File: src/rtl/mem_arb_pkg.sv
// Shared definitions for the instruction/data memory port arbiter:
// response owner encoding, fetch access size and streak counter sizing.
package mem_arb_pkg;

    typedef enum logic [1:0] {
        OWN_NONE = 2'd0,
        OWN_IF   = 2'd1,
        OWN_DM   = 2'd2
    } owner_t;

    localparam int DEF_MAX_DM_STREAK = 2;

    // Fetches are always full-word reads.
    localparam logic [2:0] FUN3_WORD = 3'b010;

    // Counter width able to hold 0..max, never narrower than one bit.
    function automatic int streak_width(input int max);
        int w;
        w = $clog2(max + 1);
        if (w < 1) begin
            w = 1;
        end
        return w;
    endfunction

endpackage

File: src/rtl/mem_port_arbiter_if.sv
// Bundle of fetch, data and unified memory port signals around the arbiter.
// The slave modport is the arbiter; the master modport is the core plus memory.
interface mem_port_arbiter_if #(
    parameter int ADDR_W = 32,
    parameter int DATA_W = 32
);

    logic              if_req;
    logic [ADDR_W-1:0] if_addr;
    logic              if_gnt;
    logic              if_valid;
    logic [DATA_W-1:0] if_rdata;

    logic              dm_req;
    logic              dm_we;
    logic [ADDR_W-1:0] dm_addr;
    logic [DATA_W-1:0] dm_wdata;
    logic [2:0]        dm_fun3;
    logic              dm_gnt;
    logic              dm_valid;
    logic [DATA_W-1:0] dm_rdata;

    logic              mem_en;
    logic              mem_we;
    logic [ADDR_W-1:0] mem_addr;
    logic [DATA_W-1:0] mem_wdata;
    logic [2:0]        mem_fun3;
    logic [DATA_W-1:0] mem_rdata;

    logic              stall;

    modport slave (
        input  if_req, if_addr,
        output if_gnt, if_valid, if_rdata,
        input  dm_req, dm_we, dm_addr, dm_wdata, dm_fun3,
        output dm_gnt, dm_valid, dm_rdata,
        output mem_en, mem_we, mem_addr, mem_wdata, mem_fun3,
        input  mem_rdata,
        output stall
    );

    modport master (
        output if_req, if_addr,
        input  if_gnt, if_valid, if_rdata,
        output dm_req, dm_we, dm_addr, dm_wdata, dm_fun3,
        input  dm_gnt, dm_valid, dm_rdata,
        input  mem_en, mem_we, mem_addr, mem_wdata, mem_fun3,
        output mem_rdata,
        input  stall
    );

endinterface

File: src/rtl/mem_arb_streak_ctr.sv
// Saturating count of data grants taken while a fetch is kept waiting.
// limit goes high once the count reaches MAX, handing the next slot to fetch.
module mem_arb_streak_ctr
    import mem_arb_pkg::*;
#(
    parameter int MAX = DEF_MAX_DM_STREAK
) (
    input  logic clk,
    input  logic rst,
    input  logic inc,
    input  logic clr,
    output logic limit
);

    localparam int             W       = streak_width(MAX);
    localparam logic [W-1:0]   MAX_CNT = W'(MAX);

    logic [W-1:0] count_reg;

    // Clear wins over increment; the count holds at MAX instead of wrapping.
    always_ff @(posedge clk or negedge rst) begin
        if (!rst) begin
            count_reg <= '0;
        end else if (clr) begin
            count_reg <= '0;
        end else if (inc && (count_reg != MAX_CNT)) begin
            count_reg <= count_reg + 1'b1;
        end
    end

    assign limit = (count_reg == MAX_CNT);

endmodule

File: src/rtl/mem_port_arbiter.sv
// Arbitrates fetch and data requesters onto one single-port memory.
// Data wins by default; after MAX_DM_STREAK data grants a waiting fetch gets one slot.
module mem_port_arbiter
    import mem_arb_pkg::*;
#(
    parameter int ADDR_W        = 32,
    parameter int DATA_W        = 32,
    parameter int MAX_DM_STREAK = DEF_MAX_DM_STREAK
) (
    input  logic               clk,
    input  logic               rst,
    mem_port_arbiter_if.slave  bus
);

    logic   if_gnt;
    logic   dm_gnt;
    logic   streak_limit;
    logic   streak_inc;
    logic   streak_clr;
    owner_t resp_owner;
    owner_t owner_next;

    logic              mem_en;
    logic              mem_we;
    logic [ADDR_W-1:0] mem_addr;
    logic [DATA_W-1:0] mem_wdata;
    logic [2:0]        mem_fun3;

    // Fetch only overtakes data when both are asking and the streak is used up.
    always_comb begin
        dm_gnt = bus.dm_req && !(bus.if_req && streak_limit);
        if_gnt = bus.if_req && !dm_gnt;
    end

    assign streak_inc = dm_gnt && bus.if_req;
    assign streak_clr = if_gnt || !bus.if_req;

    mem_arb_streak_ctr #(
        .MAX (MAX_DM_STREAK)
    ) u_streak (
        .clk   (clk),
        .rst   (rst),
        .inc   (streak_inc),
        .clr   (streak_clr),
        .limit (streak_limit)
    );

    always_comb begin
        mem_en    = 1'b0;
        mem_we    = 1'b0;
        mem_addr  = '0;
        mem_wdata = '0;
        mem_fun3  = '0;
        if (dm_gnt) begin
            mem_en    = 1'b1;
            mem_we    = bus.dm_we;
            mem_addr  = bus.dm_addr;
            mem_wdata = bus.dm_wdata;
            mem_fun3  = bus.dm_fun3;
        end else if (if_gnt) begin
            mem_en    = 1'b1;
            mem_addr  = bus.if_addr;
            mem_fun3  = FUN3_WORD;
        end
    end

    always_comb begin
        owner_next = OWN_NONE;
        if (dm_gnt) begin
            owner_next = OWN_DM;
        end else if (if_gnt) begin
            owner_next = OWN_IF;
        end
    end

    // One-deep response tracker: memory answers exactly one cycle after the grant.
    always_ff @(posedge clk or negedge rst) begin
        if (!rst) begin
            resp_owner <= OWN_NONE;
        end else begin
            resp_owner <= owner_next;
        end
    end

    assign bus.if_gnt    = if_gnt;
    assign bus.dm_gnt    = dm_gnt;
    assign bus.mem_en    = mem_en;
    assign bus.mem_we    = mem_we;
    assign bus.mem_addr  = mem_addr;
    assign bus.mem_wdata = mem_wdata;
    assign bus.mem_fun3  = mem_fun3;

    assign bus.if_valid  = (resp_owner == OWN_IF);
    assign bus.dm_valid  = (resp_owner == OWN_DM);
    assign bus.if_rdata  = bus.mem_rdata;
    assign bus.dm_rdata  = bus.mem_rdata;

    assign bus.stall     = bus.if_req && !if_gnt;

endmodule

File: src/flat_wrapper.sv
// flat-port wrapper written by rule: the top's interface ports become plain ports
module mem_port_arbiter_flat import mem_arb_pkg::*;
#(
    parameter int ADDR_W        = 32,
    parameter int DATA_W        = 32,
    parameter int MAX_DM_STREAK = DEF_MAX_DM_STREAK
)
  (clk, rst, bus_if_req, bus_if_addr, bus_if_gnt, bus_if_valid, bus_if_rdata, bus_dm_req, bus_dm_we, bus_dm_addr, bus_dm_wdata, bus_dm_fun3, bus_dm_gnt, bus_dm_valid, bus_dm_rdata, bus_mem_en, bus_mem_we, bus_mem_addr, bus_mem_wdata, bus_mem_fun3, bus_mem_rdata, bus_stall);
  mem_port_arbiter_if #(.ADDR_W(ADDR_W), .DATA_W(DATA_W)) bus_i ();
  input  logic clk;
  input  logic rst;
  input wire logic [$bits(bus_i.if_req)-1:0] bus_if_req;
  input wire logic [$bits(bus_i.if_addr)-1:0] bus_if_addr;
  output wire logic [$bits(bus_i.if_gnt)-1:0] bus_if_gnt;
  output wire logic [$bits(bus_i.if_valid)-1:0] bus_if_valid;
  output wire logic [$bits(bus_i.if_rdata)-1:0] bus_if_rdata;
  input wire logic [$bits(bus_i.dm_req)-1:0] bus_dm_req;
  input wire logic [$bits(bus_i.dm_we)-1:0] bus_dm_we;
  input wire logic [$bits(bus_i.dm_addr)-1:0] bus_dm_addr;
  input wire logic [$bits(bus_i.dm_wdata)-1:0] bus_dm_wdata;
  input wire logic [$bits(bus_i.dm_fun3)-1:0] bus_dm_fun3;
  output wire logic [$bits(bus_i.dm_gnt)-1:0] bus_dm_gnt;
  output wire logic [$bits(bus_i.dm_valid)-1:0] bus_dm_valid;
  output wire logic [$bits(bus_i.dm_rdata)-1:0] bus_dm_rdata;
  output wire logic [$bits(bus_i.mem_en)-1:0] bus_mem_en;
  output wire logic [$bits(bus_i.mem_we)-1:0] bus_mem_we;
  output wire logic [$bits(bus_i.mem_addr)-1:0] bus_mem_addr;
  output wire logic [$bits(bus_i.mem_wdata)-1:0] bus_mem_wdata;
  output wire logic [$bits(bus_i.mem_fun3)-1:0] bus_mem_fun3;
  input wire logic [$bits(bus_i.mem_rdata)-1:0] bus_mem_rdata;
  output wire logic [$bits(bus_i.stall)-1:0] bus_stall;
  assign bus_i.if_req = bus_if_req;
  assign bus_i.if_addr = bus_if_addr;
  assign bus_if_gnt = bus_i.if_gnt;
  assign bus_if_valid = bus_i.if_valid;
  assign bus_if_rdata = bus_i.if_rdata;
  assign bus_i.dm_req = bus_dm_req;
  assign bus_i.dm_we = bus_dm_we;
  assign bus_i.dm_addr = bus_dm_addr;
  assign bus_i.dm_wdata = bus_dm_wdata;
  assign bus_i.dm_fun3 = bus_dm_fun3;
  assign bus_dm_gnt = bus_i.dm_gnt;
  assign bus_dm_valid = bus_i.dm_valid;
  assign bus_dm_rdata = bus_i.dm_rdata;
  assign bus_mem_en = bus_i.mem_en;
  assign bus_mem_we = bus_i.mem_we;
  assign bus_mem_addr = bus_i.mem_addr;
  assign bus_mem_wdata = bus_i.mem_wdata;
  assign bus_mem_fun3 = bus_i.mem_fun3;
  assign bus_i.mem_rdata = bus_mem_rdata;
  assign bus_stall = bus_i.stall;
  mem_port_arbiter #(.ADDR_W(ADDR_W), .DATA_W(DATA_W), .MAX_DM_STREAK(MAX_DM_STREAK)) u_core (.clk(clk), .rst(rst), .bus(bus_i));
endmodule
File: config.mk
export PLATFORM = sky130hd
export DESIGN_NAME = mem_port_arbiter_flat
export DESIGN_NICKNAME = d
export VERILOG_FILES = /design/src/rtl/mem_arb_pkg.sv /design/src/rtl/mem_port_arbiter_if.sv /design/src/rtl/mem_arb_streak_ctr.sv /design/src/rtl/mem_port_arbiter.sv /design/src/flat_wrapper.sv
export SDC_FILE = /design/constraint.sdc
export NUM_CORES = 1
export LEC_CHECK = 0
export ABC_CLOCK_PERIOD_IN_PS = 1800
export CELL_PAD_IN_SITES_DETAIL_PLACEMENT = 0
export CELL_PAD_IN_SITES_GLOBAL_PLACEMENT = 1
export CORE_MARGIN = 10
export CORE_UTILIZATION = 11
export DETAILED_ROUTE_END_ITERATION = 10
export MAX_ROUTING_LAYER = met4
export PLACE_DENSITY_LB_ADDON = 0.25
export SKIP_LAST_GASP = 1
export SYNTH_ARGS = -nofsm -noshare
export SYNTH_HDL_FRONTEND = slang
export SYNTH_HIERARCHICAL = 1
export SYNTH_SLANG_ARGS = --single-unit
File: constraint.sdc
create_clock -name clk -period 1.8 [get_ports clk]
set_input_delay 0.36 -clock clk [delete_from_list [all_inputs] [get_ports clk]]
set_output_delay 0.36 -clock clk [all_outputs]
set_load 0.005 [all_outputs]
== After elaboration in Yosys (flattened, before gate mapping) ==
Cells that the tools add are included.

* Add/sub/neg operators: 1
* Equal/unequal tests: 4
* Muxes and demuxes: 12
* Reduce and logical (&&, ||, !) cells: 12

{| class="wikitable"
|+ Operator list
! cell !! number
|-
| 32-bit two-way mux || 3
|-
| 2-bit two-way mux || 4
|-
| 1-bit logical AND || 6
|-
| 2-bit equality test (second input constant) || 2
|-
| 1-bit logical NOT || 4
|-
| 1-bit two-way mux || 4
|-
| 3-bit two-way mux || 1
|-
| 2-bit by 1-bit adder with 2-bit output (second input constant) || 1
|-
| 2-bit by 1-bit equality test with 1-bit output (second input constant) || 1
|-
| 2-bit inequality test (second input constant) || 1
|-
| 2-bit nonzero test || 1
|-
| 1-bit logical OR || 1
|}

* Bits in registers: 4
* Input port bits: 136
* Output and inout port bits: 138
* Logic and storage cells: 31

== Logic depth before layout (Yosys ltp) ==
* Depth in word-level cells: 8
* Gate-level depth with buffers: 6
* Depth with buffers taken out: 6

== By module ==
The synthesis kept the hierarchy.

{| class="wikitable"
|+ By module, submodules not included
! module !! instances !! cells each !! area each (um^2) !! seq. area each (um^2)
|-
| mem_port_arbiter || 1 || 159 || 1266.2 || 50.0
|-
| mem_arb_streak_ctr || 1 || 11 || 130.1 || 50.0
|}

== Worst setup path before layout ==
OpenSTA, ideal clock, no wires.

* Path type: reg2out
* Start point: reg u_core.u_streak.count_reg[0]
* End point: out bus_mem_addr[10]
* Arrival time: 1.327 ns
* Required time: 1.440 ns
* Slack: 0.113 ns
* Stages on the path, launching flop included: 7
* Path buffers: 2
* Path through: dfrtp_1 -> inv_1 -> ha_1 -> nand2b_1 -> buf_6 -> buf_6 -> a32o_1

* Cells in the longest elaborated chain, start to end: 8

{| class="wikitable"
|+ RTL lines
! item !! line !! source
|-
| from (decl) || mem_arb_streak_ctr.sv:18 || <nowiki>logic [W-1:0] count_reg;</nowiki>
|-
| from (signal assigned) || mem_arb_streak_ctr.sv:27 || <nowiki>count_reg <= count_reg + 1'b1;</nowiki>
|-
| 2-bit equality test * || mem_arb_streak_ctr.sv:31 || <nowiki>assign limit = (count_reg == MAX_CNT);</nowiki>
|-
| via u_core.streak_limit || mem_port_arbiter.sv:17 || <nowiki>logic streak_limit;</nowiki>
|-
| 1-bit logical AND * || mem_port_arbiter.sv:31 || <nowiki>dm_gnt = bus.dm_req && !(bus.if_req && streak_limit);</nowiki>
|-
| 1-bit logical NOT * || mem_port_arbiter.sv:31 ||
|-
| 1-bit logical AND * || mem_port_arbiter.sv:31 ||
|-
| 1-bit logical NOT || mem_port_arbiter.sv:32 || <nowiki>if_gnt = bus.if_req && !dm_gnt;</nowiki>
|-
| 1-bit logical AND || mem_port_arbiter.sv:32 ||
|-
| 32-bit two-way mux || mem_port_arbiter.sv:60 || <nowiki>end else if (if_gnt) begin</nowiki>
|-
| 32-bit two-way mux * || mem_port_arbiter.sv:54 || <nowiki>if (dm_gnt) begin</nowiki>
|-
| to (decl) || flat_wrapper.sv:27 || <nowiki>output wire logic [$bits(bus_i.mem_addr)-1:0] bus_mem_addr;</nowiki>
|}

The timed path passes the listed nets; every way through them passes the cells marked *.

== Final worst setup path ==
* Start point: reg u_core.u_streak.count_reg[1]
* End point: out bus_mem_addr[31]

The elaborated chain is that of the path after synthesis.

==> impl_summary.log <==
INFO  metric outcome = complete, but fails checks
INFO  metric violations = negative setup slack
INFO  metric drive_above_1_share = 47.3%
INFO  metric worst_r2r_path_depth = 7
INFO  metric regToRegEndpoint = u_core/u_streak/count_reg[0]$_DFFE_PN0P_
INFO  metric synth_top_family_by_area = buffers and inverters
INFO  metric grt_remaining_overflow = 0
INFO  metric die_width = 133 um
INFO  metric ctsRootBufferMaster = sky130_fd_sc_hd__clkbuf_16
INFO  metric place.detailed.hpwl = 5950 um
INFO  metric grt_pass1_vias = 2090
INFO  metric element_type_at_the_critical_path_start = flop
INFO  metric peakVddDrop = 0.000231 V
INFO  metric pwr_density_cell = 352 mW/mm2
INFO  metric flow.area_growth_from_synthesis = 139%
INFO  metric layout_min_cycle_time = 2000 ps
INFO  metric critical_path.max_fanout = 14
INFO  metric dp_slack = -611 ps
INFO  metric floorplan.io_pins = 274
INFO  metric end_kind = output pin
INFO  metric yosys.area_share.xor_xnor = 0%
INFO  metric yosys.cell_types.count = 18
INFO  metric synth_cells = 170
INFO  metric drt-total-wl = 8090 um
INFO  metric maxCapViolations = 0
INFO  metric leakage_power_of_the_design = 1.39 nW
INFO  metric numClockSinks = 4
INFO  metric chipHeight = 133 um
INFO  metric clk_pin_slew_worst_paths = 30 ps
INFO  metric tritoncts = done
INFO  metric synth-seq-cells = 4
INFO  metric place.port_buffers = 177
INFO  metric row_count = 41
INFO  metric grt_max_degree = 29
INFO  metric postLayoutSetupSlackWorst = -196 ps
INFO  metric htreeDepth = 1
INFO  metric grt_pass1_wl = 11900 um
INFO  metric vias_per_cell = 3.66
INFO  metric synth_compound_gate_area_share = 24.9%
INFO  metric max_freq = 501 MHz
INFO  metric min_path_type = input pin to async pin
INFO  metric final_common_cell = sky130_fd_sc_hd__clkdlybuf4s50_1
INFO  metric number_of_antenna_violations_at_the_first_check_in_global_routing = 0
INFO  metric synth-async-reset-ratio = 100%
INFO  metric design.die.area = 0.0176 mm2
INFO  metric dominantRegCellSynth = sky130_fd_sc_hd__dfrtp_1
INFO  metric hold_violations = 0
INFO  metric wire_per_inst = 17.3 um
INFO  metric vias = 1713
INFO  metric drt_pre_antenna_iters = 4
INFO  metric fill_cells = 1374
INFO  metric finalSetupViolations = 67
INFO  metric cts_buffer_count = 3
INFO  metric period_share = 111%
INFO  metric yosys.area_share.simple = 22.0%
INFO  metric r2r-start = u_core/u_streak/count_reg[1]$_DFFE_PN0P_
INFO  metric coreArea = 0.0125 mm2
INFO  metric worst_tran_pin_value = 325 ps
INFO  metric slew_viol_final = 0
INFO  metric timing.max_slew.rel_slack = 78.3%
INFO  metric drc = 0
INFO  metric synthesis.area_per_instance = 8.21 um2
INFO  metric detailedRoute.firstIterationViolations = 44
INFO  metric finalNetCount = 435
INFO  metric synth_adder_area_share = 0.896%
INFO  metric synth.mux.area_fraction = 2.15%
INFO  metric globalplace.congestion = 0.675
INFO  metric ant_nets = 0
INFO  metric clkLatencyLatePin = 230 ps
INFO  metric n_antenna_cell = 0
INFO  metric cp_data_required_time = 1440 ps
INFO  metric layout.core_utilization = 26.7%
INFO  metric reg2reg_setup_slack = 150 ps
INFO  metric worst_clock_skew = 1.94 ps
INFO  metric post_cts_hold_buffer_count = 0
INFO  metric max_clock_buf_depth = 2
INFO  metric rsz0062_at_grt = true
INFO  metric grt_util_all_layers = 8.64%
INFO  metric syn_nets = 307
INFO  metric synth_edf_count = 0
INFO  metric critPathArrivalTime = 1640 ps
INFO  metric final.hold.worst_slack = 343 ps
INFO  metric floorplan.initialDensity = 11.2%
INFO  metric layout_common_cells = sky130_fd_sc_hd__clkdlybuf4s50_1, sky130_fd_sc_hd__and2_4, sky130_fd_sc_hd__a32o_1
INFO  metric synth.yosys.warnings = 6
INFO  metric path_class = flop to output pin
INFO  metric synth.cell_area = 0.00140 mm2
INFO  metric seq_area_frac_synth = 7.17%
## cell type report
| cell class | instances | area, um2 | share of cell area [%] |
|---|---|---|---|
| multi-input cells | 86 | 806 | 24.1 |
| clock buffers | 3 | 75.1 | 2.25 |
| flip-flops and latches | 4 | 100 | 3.00 |
| inverters | 1 | 3.75 | 0.112 |
| well taps | 172 | 215 | 6.44 |
| repair buffers | 202 | 2140 | 64.1 |
## logic make-up (layout without fill, tap and decap cells)
logic type | Yosys count | after routing
buffers and inverters | 80 | 206
muxes | 2 | 2
and+or+nand+nor | 49 | 49
AOI/OAI and AO/OA | 34 | 34
DFF | 4 | 4
adders and majority gates | 1 | 1
## metal layers
layer / share of wire (%) / vias to the layer above / GRT usage [%] / routed length (um)
met5: 0 / - / - / 0
met4: 2.0 / 0 / 2.38 / 163
met3: 6.9 / 21 / 2.08 / 557
met2: 51 / 111 / 15.5 / 4090
met1: 41 / 792 / 9.30 / 3280
li1: - / 789 / - / -
## power by group
| part | internal (mW) | switching, mW | total (mW) |
|---|---|---|---|
| sequential | 0.0939 | 0.00164 | 0.0956 |
| combinational | 0.514 | 0.220 | 0.735 |
| clock | 0.284 | 0.0625 | 0.346 |
| total | 0.892 | 0.285 | 1.18 |
## through the flow
step / cell area (um2) / instances / setup TNS, ps / power (mW)
after global routing: 3340 / 468 / -16270 / 1.24
after floorplan: 1400 / 170 / 0 / 0.385
after detailed placement: 2890 / 449 / -41060 / 0.744
after global placement: 2890 / 449 / -39820 / 0.745
after CTS: 3220 / 469 / -15270 / 1.14
final: 3340 / 468 / -11230 / 1.18
## what timing repair did
action | in CTS | in global routing
pin swaps | 15 | 33
setup buffers | 11 | 1
endpoints found under the setup margin | 72 | 71
cloned | 6 | 2
gates resized for setup | 273 | 78
## cells in the mapped netlist (2+ instances only)
cell type                   n  share of area, %
sky130_fd_sc_hd__and2_1    38                17
sky130_fd_sc_hd__dfrtp_1    4               7.2
sky130_fd_sc_hd__nor2_1     2              0.54
sky130_fd_sc_hd__clkbuf_1   3              0.81
sky130_fd_sc_hd__mux2_4     2               2.2
sky130_fd_sc_hd__buf_6      7               5.6
sky130_fd_sc_hd__a32o_1    32                23
sky130_fd_sc_hd__buf_2      5               1.8
sky130_fd_sc_hd__nor2b_1    5               2.2
sky130_fd_sc_hd__buf_4     64                34
## worst max-delay path, cell delays in order (launching register included)
cell and delay, ps:
sky130_fd_sc_hd__dfrtp_1 390, sky130_fd_sc_hd__ha_4 190, sky130_fd_sc_hd__a21boi_4 200, sky130_fd_sc_hd__buf_6 140
sky130_fd_sc_hd__buf_12 140, sky130_fd_sc_hd__a32o_1 150, sky130_fd_sc_hd__clkdlybuf4s15_2 210
## worst max-delay path by stage
| stage | from | end | depth (start not counted) |
|---|---|---|---|
| after floorplan | u_core/u_streak/count_reg[0]$_DFFE_PN0P_ | bus_mem_addr[10] | 6 |
| after global placement | bus_dm_req | bus_mem_addr[1] | 5 |
| after detailed placement | bus_dm_req | bus_mem_addr[1] | 5 |
| after CTS | u_core/u_streak/count_reg[0]$_DFFE_PN0P_ | bus_mem_addr[3] | 9 |
| after global routing | u_core/u_streak/count_reg[0]$_DFFE_PN0P_ | bus_mem_addr[9] | 7 |
| final | u_core/u_streak/count_reg[1]$_DFFE_PN0P_ | bus_mem_addr[31] | 6 |
Power figures use the tool's default switching activity.
